`src/rtl/uart_loader_if.sv`:
```
// RAM write port, UART line and loader status grouped as one bundle.
// Latency: none (wires only).
// Backpressure: none; the RAM accepts one write per strobe.
interface uart_loader_if;
  logic       rx;
  logic       we;
  logic [7:0] address;
  logic [7:0] data;
  logic       cpu_hold;
  logic       done;
  logic       err;

  // Loader side: listens to the line, drives the RAM port and status.
  modport master (
    input  rx,
    output we, address, data, cpu_hold, done, err
  );

  // System side: drives the line, observes the RAM port and status.
  modport slave (
    output rx,
    input  we, address, data, cpu_hold, done, err
  );
endinterface

```
`src/rtl/uart_loader.sv`:
```
// Serial program loader: 8N1 UART receiver feeding a length/data/checksum RAM writer.
// Latency: rx is synchronized in 2 cycles; we pulses 1 cycle after the stop-bit sample.
// Backpressure: none; the line cannot be stalled, so every byte is consumed when valid.
module uart_loader #(
  parameter int CLK_FREQ = 50000000,
  parameter int BAUD     = 115200
) (
  input  logic         clock,
  input  logic         reset,
  uart_loader_if.master bus
);

  localparam int DIV = CLK_FREQ / BAUD;
  localparam int CW  = (DIV > 2) ? $clog2(DIV) : 2;

  localparam logic [CW-1:0] HALF_BIT = CW'(DIV / 2 - 1);
  localparam logic [CW-1:0] FULL_BIT = CW'(DIV - 1);

  // ------------------------------------------------------------------
  // Line synchronizer and falling-edge detect
  // ------------------------------------------------------------------
  logic rx_s1, rx_s2, rx_prev;
  logic rx_fall;

  // Two-flop synchronizer plus one delayed copy for edge detection; idle high.
  always_ff @(posedge clock) begin
    if (reset) begin
      rx_s1   <= 1'b1;
      rx_s2   <= 1'b1;
      rx_prev <= 1'b1;
    end else begin
      rx_s1   <= bus.rx;
      rx_s2   <= rx_s1;
      rx_prev <= rx_s2;
    end
  end

  assign rx_fall = rx_prev & ~rx_s2;

  // ------------------------------------------------------------------
  // Receiver FSM
  // ------------------------------------------------------------------
  typedef enum logic [1:0] {
    R_IDLE,
    R_START,
    R_DATA,
    R_STOP
  } rx_state_t;

  rx_state_t       rs, rs_n;
  logic [CW-1:0]   cnt, cnt_n;
  logic [2:0]      bit_idx, bit_idx_n;
  logic [7:0]      shreg, shreg_n;
  logic            byte_vld;
  logic            frame_err;

  // Receiver state, bit timer, bit index and shift register.
  always_ff @(posedge clock) begin
    if (reset) begin
      rs      <= R_IDLE;
      cnt     <= '0;
      bit_idx <= '0;
      shreg   <= '0;
    end else begin
      rs      <= rs_n;
      cnt     <= cnt_n;
      bit_idx <= bit_idx_n;
      shreg   <= shreg_n;
    end
  end

  // Receiver next state: half-bit wait to centre on the start bit, then full-bit steps.
  always_comb begin
    rs_n      = rs;
    cnt_n     = cnt;
    bit_idx_n = bit_idx;
    shreg_n   = shreg;
    byte_vld  = 1'b0;
    frame_err = 1'b0;
    case (rs)
      R_IDLE: begin
        if (rx_fall) begin
          rs_n  = R_START;
          cnt_n = HALF_BIT;
        end
      end
      R_START: begin
        if (cnt == '0) begin
          if (!rx_s2) begin
            rs_n      = R_DATA;
            cnt_n     = FULL_BIT;
            bit_idx_n = 3'd0;
          end else begin
            // Line went back high before mid-bit: a glitch, not a start bit.
            rs_n = R_IDLE;
          end
        end else begin
          cnt_n = cnt - 1'b1;
        end
      end
      R_DATA: begin
        if (cnt == '0) begin
          shreg_n = {rx_s2, shreg[7:1]};
          cnt_n   = FULL_BIT;
          if (bit_idx == 3'd7) begin
            rs_n = R_STOP;
          end else begin
            bit_idx_n = bit_idx + 1'b1;
          end
        end else begin
          cnt_n = cnt - 1'b1;
        end
      end
      R_STOP: begin
        if (cnt == '0) begin
          rs_n      = R_IDLE;
          byte_vld  = rx_s2;
          frame_err = ~rx_s2;
        end else begin
          cnt_n = cnt - 1'b1;
        end
      end
      default: rs_n = R_IDLE;
    endcase
  end

  // ------------------------------------------------------------------
  // Loader FSM
  // ------------------------------------------------------------------
  typedef enum logic [1:0] {
    L_WAIT_LEN,
    L_LOAD,
    L_CHECK,
    L_RUN
  } ld_state_t;

  ld_state_t  ls, ls_n;
  logic [8:0] len, len_n;
  logic [7:0] index, index_n;
  logic [7:0] sum, sum_n;
  logic       we_q, we_n;
  logic [7:0] addr_q, addr_n;
  logic [7:0] data_q, data_n;
  logic       hold_q, hold_n;
  logic       done_q, done_n;
  logic       err_q, err_n;
  logic [7:0] sum_plus;
  logic       last_byte;

  assign sum_plus  = sum + shreg;
  assign last_byte = (({1'b0, index} + 9'd1) == len);

  // Loader state, image bookkeeping and registered RAM/status outputs.
  always_ff @(posedge clock) begin
    if (reset) begin
      ls     <= L_WAIT_LEN;
      len    <= '0;
      index  <= '0;
      sum    <= '0;
      we_q   <= 1'b0;
      addr_q <= '0;
      data_q <= '0;
      hold_q <= 1'b1;
      done_q <= 1'b0;
      err_q  <= 1'b0;
    end else begin
      ls     <= ls_n;
      len    <= len_n;
      index  <= index_n;
      sum    <= sum_n;
      we_q   <= we_n;
      addr_q <= addr_n;
      data_q <= data_n;
      hold_q <= hold_n;
      done_q <= done_n;
      err_q  <= err_n;
    end
  end

  // Loader next state: length byte, N data bytes written to RAM, then checksum byte.
  always_comb begin
    ls_n    = ls;
    len_n   = len;
    index_n = index;
    sum_n   = sum;
    we_n    = 1'b0;
    addr_n  = addr_q;
    data_n  = data_q;
    hold_n  = hold_q;
    done_n  = done_q;
    err_n   = err_q;
    case (ls)
      L_WAIT_LEN: begin
        if (byte_vld) begin
          // Zero encodes a full 256-byte image.
          len_n   = (shreg == 8'd0) ? 9'd256 : {1'b0, shreg};
          index_n = 8'd0;
          sum_n   = 8'd0;
          err_n   = 1'b0;
          ls_n    = L_LOAD;
        end else if (frame_err) begin
          err_n = 1'b1;
        end
      end
      L_LOAD: begin
        if (byte_vld) begin
          we_n    = 1'b1;
          addr_n  = index;
          data_n  = shreg;
          sum_n   = sum_plus;
          index_n = index + 1'b1;
          if (last_byte) begin
            ls_n = L_CHECK;
          end
        end else if (frame_err) begin
          err_n = 1'b1;
          ls_n  = L_WAIT_LEN;
        end
      end
      L_CHECK: begin
        if (byte_vld) begin
          if (sum_plus == 8'd0) begin
            done_n = 1'b1;
            hold_n = 1'b0;
            ls_n   = L_RUN;
          end else begin
            err_n = 1'b1;
            ls_n  = L_WAIT_LEN;
          end
        end else if (frame_err) begin
          err_n = 1'b1;
          ls_n  = L_WAIT_LEN;
        end
      end
      L_RUN: begin
        // Program is live; the line is ignored until the next reset.
      end
      default: ls_n = L_WAIT_LEN;
    endcase
  end

  assign bus.we       = we_q;
  assign bus.address  = addr_q;
  assign bus.data     = data_q;
  assign bus.cpu_hold = hold_q;
  assign bus.done     = done_q;
  assign bus.err      = err_q;

endmodule

```
`src/flat_wrapper.sv`:
```
// flat-port wrapper written by rule: the top's interface ports become plain ports
module uart_loader_flat 
#(
  parameter int CLK_FREQ = 50000000,
  parameter int BAUD     = 115200
)
  (clock, reset, bus_rx, bus_we, bus_address, bus_data, bus_cpu_hold, bus_done, bus_err);
  uart_loader_if bus_i ();
  input  logic clock;
  input  logic reset;
  input wire logic [$bits(bus_i.rx)-1:0] bus_rx;
  output wire logic [$bits(bus_i.we)-1:0] bus_we;
  output wire logic [$bits(bus_i.address)-1:0] bus_address;
  output wire logic [$bits(bus_i.data)-1:0] bus_data;
  output wire logic [$bits(bus_i.cpu_hold)-1:0] bus_cpu_hold;
  output wire logic [$bits(bus_i.done)-1:0] bus_done;
  output wire logic [$bits(bus_i.err)-1:0] bus_err;
  assign bus_i.rx = bus_rx;
  assign bus_we = bus_i.we;
  assign bus_address = bus_i.address;
  assign bus_data = bus_i.data;
  assign bus_cpu_hold = bus_i.cpu_hold;
  assign bus_done = bus_i.done;
  assign bus_err = bus_i.err;
  uart_loader #(.CLK_FREQ(CLK_FREQ), .BAUD(BAUD)) u_core (.clock(clock), .reset(reset), .bus(bus_i));
endmodule
```
`config.mk`:
```
export PLATFORM = sky130hd
export DESIGN_NAME = uart_loader_flat
export DESIGN_NICKNAME = d
export VERILOG_FILES = /design/src/rtl/uart_loader_if.sv /design/src/rtl/uart_loader.sv /design/src/flat_wrapper.sv
export SDC_FILE = /design/constraint.sdc
export NUM_CORES = 1
export LEC_CHECK = 0
export ABC_AREA = 1
export BUFFER_PORTS_ARGS = -buffer_cell sky130_fd_sc_hd__buf_2
export CAP_MARGIN = 10
export CORE_UTILIZATION = 50
export DETAILED_ROUTE_END_ITERATION = 16
export PLACE_DENSITY = 0.71
export SYNTH_ARGS = -nofsm -noshare
export SYNTH_HDL_FRONTEND = slang
export SYNTH_SLANG_ARGS = --single-unit
```
`constraint.sdc`:
```
create_clock -name clock -period 2.3 [get_ports clock]
set_input_delay 0.46 -clock clock [delete_from_list [all_inputs] [get_ports clock]]
set_output_delay 0.46 -clock clock [all_outputs]
set_load 0.03 [all_outputs]
```
# [After elaboration in Yosys (flattened, before gate mapping)]
# Index checks and enable logic that the tools add are counted.
# Widths: inputs -> output; s select.
[totals] register_bits=72 inputBits=3 elab_cells=107 output_inout_bits=20
[op_classes] n_mux=42 n_addsub=5 n_bitwise=3 n_eq_ne=21 n_reduce_logical=19
[op_table] cell="$mux 9" count=6
[op_table] cell="$pmux 9 s4" count=1
[op_table] cell="$pmux 8 s2" count=2
[op_table] cell="$mux 2" count=12
[op_table] cell="$mux 8" count=3
[op_table] cell="$logic_not 8->1" count=2
[op_table] cell="$reduce_and 3->1" count=5
[op_table] cell="$ne 2x1->1 const B" count=7
[op_table] cell="$mux 3" count=4
[op_table] cell="$mux 1" count=10
[op_table] cell="$reduce_and 5->1" count=2
[op_table] cell="$add 8x1->9 const B" count=1
[op_table] cell="$eq 9x9->1" count=1
[op_table] cell="$logic_not 9->1" count=1
[op_table] cell="$ne 3x3->1 const B" count=3
[op_table] cell="$sub 9x1->9 const B" count=1
[op_table] cell="$add 8x1->8 const B" count=1
[op_table] cell="$add 8x8->8" count=1
[op_table] cell="$ne 2x2->1 const B" count=4
[op_table] cell="$pmux 2 s4" count=1
[op_table] cell="$eq 2x2->1 const B" count=3
[op_table] cell="$pmux 2 s3" count=1
[op_table] cell="$pmux 3 s2" count=1
[op_table] cell="$reduce_and 2->1" count=3
[op_table] cell="other kinds (10)" count=14

# [Depth between registers and ports, before layout]
[logic_depth] word_depth=6 ltp_mapped=15 depth_no_buf=15

# [Worst setup path before layout]
# Ideal clock, no wire load.
[synth_timing] path_type="register to register" startpoint="register u_core.sum[0]" endpoint="register u_core.err_q (netlist: u_core.bus.err)" path_stages_with_launch=13 synth_period_minus_slack_ps=1878 t_arrival_ps=1763 setup_ps=116 path_slack_ps=422 path_buffers=0 required_time_ps=2184 path_cell_list="dfxtp_1 -> ha_1 -> fa_1 -> nand2_1 -> nand3_1 -> nand3_1 -> nand2_1 -> nand2_1 -> nand2_1 -> nor2_1 -> nand3_1 -> a21oi_1 -> nor2_1"
[synth_via] elab_chain_len=4
[synth_rtl] item="start, declared" line="uart_loader.sv:140" source="logic [7:0] sum, sum_n;"
[synth_rtl] item="start signal, assigned" line="uart_loader.sv:170" source="sum <= sum_n;"
[synth_rtl] item="$add 8x8->8" line="uart_loader.sv:150" source="assign sum_plus = sum + shreg;"
[synth_rtl] item="$logic_not 8->1" line="uart_loader.sv:222" source="if (sum_plus == 8'd0) begin"
[synth_rtl] item="$ne 3x3->1 (no line)"
[synth_rtl] item="$reduce_and 3->1 (no line)"
[synth_rtl] item="end signal, assigned" line="uart_loader.sv:176" source="err_q <= err_n;"
[synth_rtl] item="end, declared" line="uart_loader.sv:146" source="logic err_q, err_n;"
# No other way between the ends.
# A chain may end at the register's enable or synchronous reset.

# [Final worst setup path]
[layout_timing] startpoint="register u_core.shreg[0]" endpoint="register u_core.ls[0]"
[layout_via] elab_chain_len=5
[layout_rtl] item="start, declared" line="uart_loader.sv:53" source="logic [7:0] shreg, shreg_n;"
[layout_rtl] item="start signal, assigned" line="uart_loader.sv:68" source="shreg <= shreg_n;"
[layout_rtl] item="$add 8x8->8" line="uart_loader.sv:150"
[layout_rtl] item="$logic_not 8->1" line="uart_loader.sv:222"
[layout_rtl] item="$mux 2" line="uart_loader.sv:222"
[layout_rtl] item="$mux 2" line="uart_loader.sv:221" source="if (byte_vld) begin"
[layout_rtl] item="$pmux 2 s3" line="uart_loader.sv:192" source="case (ls)"
[layout_rtl] item="end signal, assigned" line="uart_loader.sv:167" source="ls <= ls_n;"
[layout_rtl] item="end, declared" line="uart_loader.sv:137" source="ld_state_t ls, ls_n;"
# No other way between the ends.

==> flow_metrics.py <==
metrics = {
    "sta": {
        "fin_skew_ns": 0.00847,
        "worst_slew_pin_slew_ns": 0.505,
        "fin_crit_sh_pct": 90.1,
        "rsz0062_at_grt": "no",
        "slew_viol_final": 0,
        "max_freq_mhz": 483,
        "hold_viol_final": 0,
        "finalSetupViolCount": 0,
        "fin_tns_setup_ns": 0,
        "fin_crit_ns": 2.07,
        "slew-limit-headroom_pct": 66.3,
    },
    "clock_network": {
        "clk_latency_ns": 0.35,
        "numCtsBuffers": 9,
        "clkSlewWorstSetupHoldPaths_ns": 0.08,
        "root_buffer": "clkbuf_8",
        "cts.sinks": 72,
        "cts_tree": "yes",
        "cts_setup_buffers": 0,
        "clockBufferDepth": 2,
        "cts_max_level": 3,
    },
    "detailed_routing": {
        "wl_per_cell_um": 12.5,
        "drt-pass1-iter-count": 4,
        "drt-vias-per-instance": 5.18,
        "ant_nets": 0,
        "num_vias": 3413,
        "dr.first_iter.drc_count": 170,
        "wl_um": 8250,
        "remaining_drc_errors": 0,
    },
    "setup_path": {
        "cp.required_ns": 2.58,
        "cp_cell_sequence": "ha_1 -> fa_2 -> inv_1 -> nand2_1 -> nor2_1 -> nand3_1 -> nor2_1 -> nand2_1 -> nand2_1 -> nand3_1 -> nand2_1 -> nor2_1 -> nor2_1",
        "crit_path_end_kind": "flip-flop",
        "r2r_start": "u_core.shreg[0]",
        "critPathBufInv": 1,
        "path_max_fanout": 3,
        "crit_type": "reg2reg",
        "cpPeakStageDelay_ns": 0.46,
        "rr_worst_depth": 13,
        "regToRegEndpoint": "u_core.ls[0]",
        "crit_path_start_kind": "flip-flop",
        "crit_family": "simple AND/OR/NAND/NOR gates",
        "rrSetupSlack_ns": 0.23,
        "crit_slowest_cell": "fa_2",
        "cp.arrival_ns": 2.36,
    },
    "synth": {
        "avgSynthCellArea_um2": 7.13,
        "ys_warn_count": 0,
        "ys_seq_elements": 72,
        "synth_cell_types": 34,
        "synthCells": 531,
        "yosysSeqAreaShare_pct": 38.1,
        "synth_area_um2": 3780,
        "syn_nets": 554,
    },
    "floorplanning": {
        "start_util_pct": 51.9,
        "fp.coreArea_um2": 7290,
        "die_area_um2": 7920,
        "fp.dieW_um": 89.0,
        "die-height_um": 89.0,
        "ioPinCount": 23,
        "std_cell_rows": 31,
    },
    "pwr": {
        "power_density_nw_per_um2": 710,
        "max-vdd-ir-drop_mv": 0.324,
        "p_leak_nw": 1.89,
    },
    "finish": {
        "regArea_um2": 1440,
        "drive_gt1_share_pct": 12.3,
        "fillCellCount": 738,
        "diodes": 0,
        "syn_to_final_growth_pct": 10.1,
        "stdcell_area_um2": 4170,
        "finalNetCount": 578,
        "multi_input_area_um2": 1970,
    },
    "status": {
        "status": "completed",
    },
    "global_routing": {
        "gr-total-overflow": 0,
        "grt_pass1_vias": 2986,
        "antenna_found_initial": 0,
        "grt_max_degree": 32,
        "grt_usage_pct": 22.9,
        "grt_pass1_wl_um": 14100,
    },
    "placed_design": {
        "place_congestion": 0.866,
        "dp_hpwl_um": 5960,
        "portBuffers": 22,
        "placed_area_um2": 3980,
    },
    "hold_path": {
        "hold_path.class": "in2reg",
        "min_to": "u_core.rx_s1",
        "min_path_cells": 2,
        "hold_start": "bus_rx",
    },
    "run": {
        "drv_cap": 0,
    },
}
flip-flops by register name, indices dropped and copies added (netlist names), 2 cells and up, named ones only:
signal              count
u_core.bit_idx          3
u_core.bus.address      8
u_core.bus.data         8
u_core.cnt              9
u_core.index            8
u_core.len              9
u_core.ls               2
u_core.shreg            8
u_core.sum              8
synth_stat cells:
cell,instances,area (um^2)
o21ai_1,2,10.0
nand3_1,43,215
a211oi_1,5,37.5
nor2_2,3,18.8
o21a_1,1,7.51
xor2_1,4,35.0
nand2_4,2,22.5
nor2_8,1,20.0
o32ai_1,2,17.5
a31oi_1,3,18.8
clkbuf_1,7,26.3
buf_4,2,15.0
nand2_1,104,390
dfxtp_1,72,1440
xnor2_1,2,17.5
nor2_4,4,45.0
nor2_1,34,128
a22oi_1,1,7.51
inv_2,3,11.3
fa_1,1,20.0
a21oi_1,63,315
inv_1,73,274
nand3_2,1,10.0
nor3_1,3,15.0
nand3b_1,2,15.0
nor4_1,1,6.26
nand4_1,5,31.3
nand2_2,5,31.3
a32o_1,1,10.0
buf_2,4,20.0
ha_1,19,238
buf_6,3,33.8
o21ai_0,52,260
or2_2,3,18.8
cells in the final DEF, fill, tap and decap left out, types with 7 or more instances in the layout:
cell / count
o21ai_0: 52
ha_1: 19
buf_2: 22
nor2_1: 33
nand3_1: 43
nand2_1: 104
inv_1: 73
dfxtp_1: 72
buf_4: 7
a21oi_1: 63
clkbuf_8: 10
stage by stage:
| step | power [mW] | instances | util, % | setup WS, ns | hold WS [ns] |
|---|---|---|---|---|---|
| CTS | 2.96 | 659 | 57.0 | 0.0648 | 0.297 |
| global route | 3.15 | 659 | 57.1 | 0.0294 | 0.320 |
| finish | 2.96 | 659 | 57.1 | 0.228 | 0.302 |
| floorplan | 1.94 | 531 | - | 0.422 | 0.389 |
| global placement | 2.04 | 643 | 54.5 | 0.183 | 0.397 |
| detailed placement | 2.05 | 643 | 54.5 | 0.0857 | 0.406 |
how the worst max path moves through the flow:
stage	from	endpoint	slack [ns]	cells past startpoint
6_report	u_core.shreg[0]	u_core.ls[0]	0.23	13
5_1_grt	u_core.index[0]	u_core.ls[1]	0.03	14
4_1_cts	u_core.cnt[0]	u_core.cnt[0]	0.06	12
3_5_place_dp	u_core.cnt[0]	u_core.cnt[1]	0.09	12
3_3_place_gp	u_core.cnt[0]	u_core.cnt[0]	0.18	12
2_1_floorplan	u_core.sum[0]	u_core.bus.err	0.42	12
logic make-up after synthesis:
group,Yosys count,share of synthesized area [%]
simple gates,211,25.6
flops,72,38.1
fa+ha+maj,20,6.81
buf+inv,92,10.1
xor+xnor,6,1.39
compound gates,130,18.1
power by group:
part / leakage [nW] / internal (mW) / switching, mW
clock: 0.0809 / 0.422 / 0.497
sequential: 0.583 / 1.31 / 0.0575
combinational: 1.22 / 0.239 / 0.434
timing repair:
action / CTS / global route
endpoints found under the setup margin: 0 / 8
hold buffers: 0 / 0
gates resized for setup: 0 / 3
routing by layer:
metal | share of wire, % | vias to the layer above | track usage (%)
met3 | 3.2 | 7 | 3.79
met5 | 0 | - | 0
met2 | 46 | 48 | 36.0
met1 | 50 | 1570 | 31.9
met4 | 1.3 | 0 | 7.65
li1 | - | 1788 | -
area by class of cell:
cell class              count  area share [%]
flip-flops and latches     72            34.6
repair buffers             29            3.90
inverters                  76            6.85
clock buffers              10            3.30
multi-input cells         367            47.3
clock inverters             6            1.05
well taps                  99            2.97
Power figures use the tool's default switching activity.
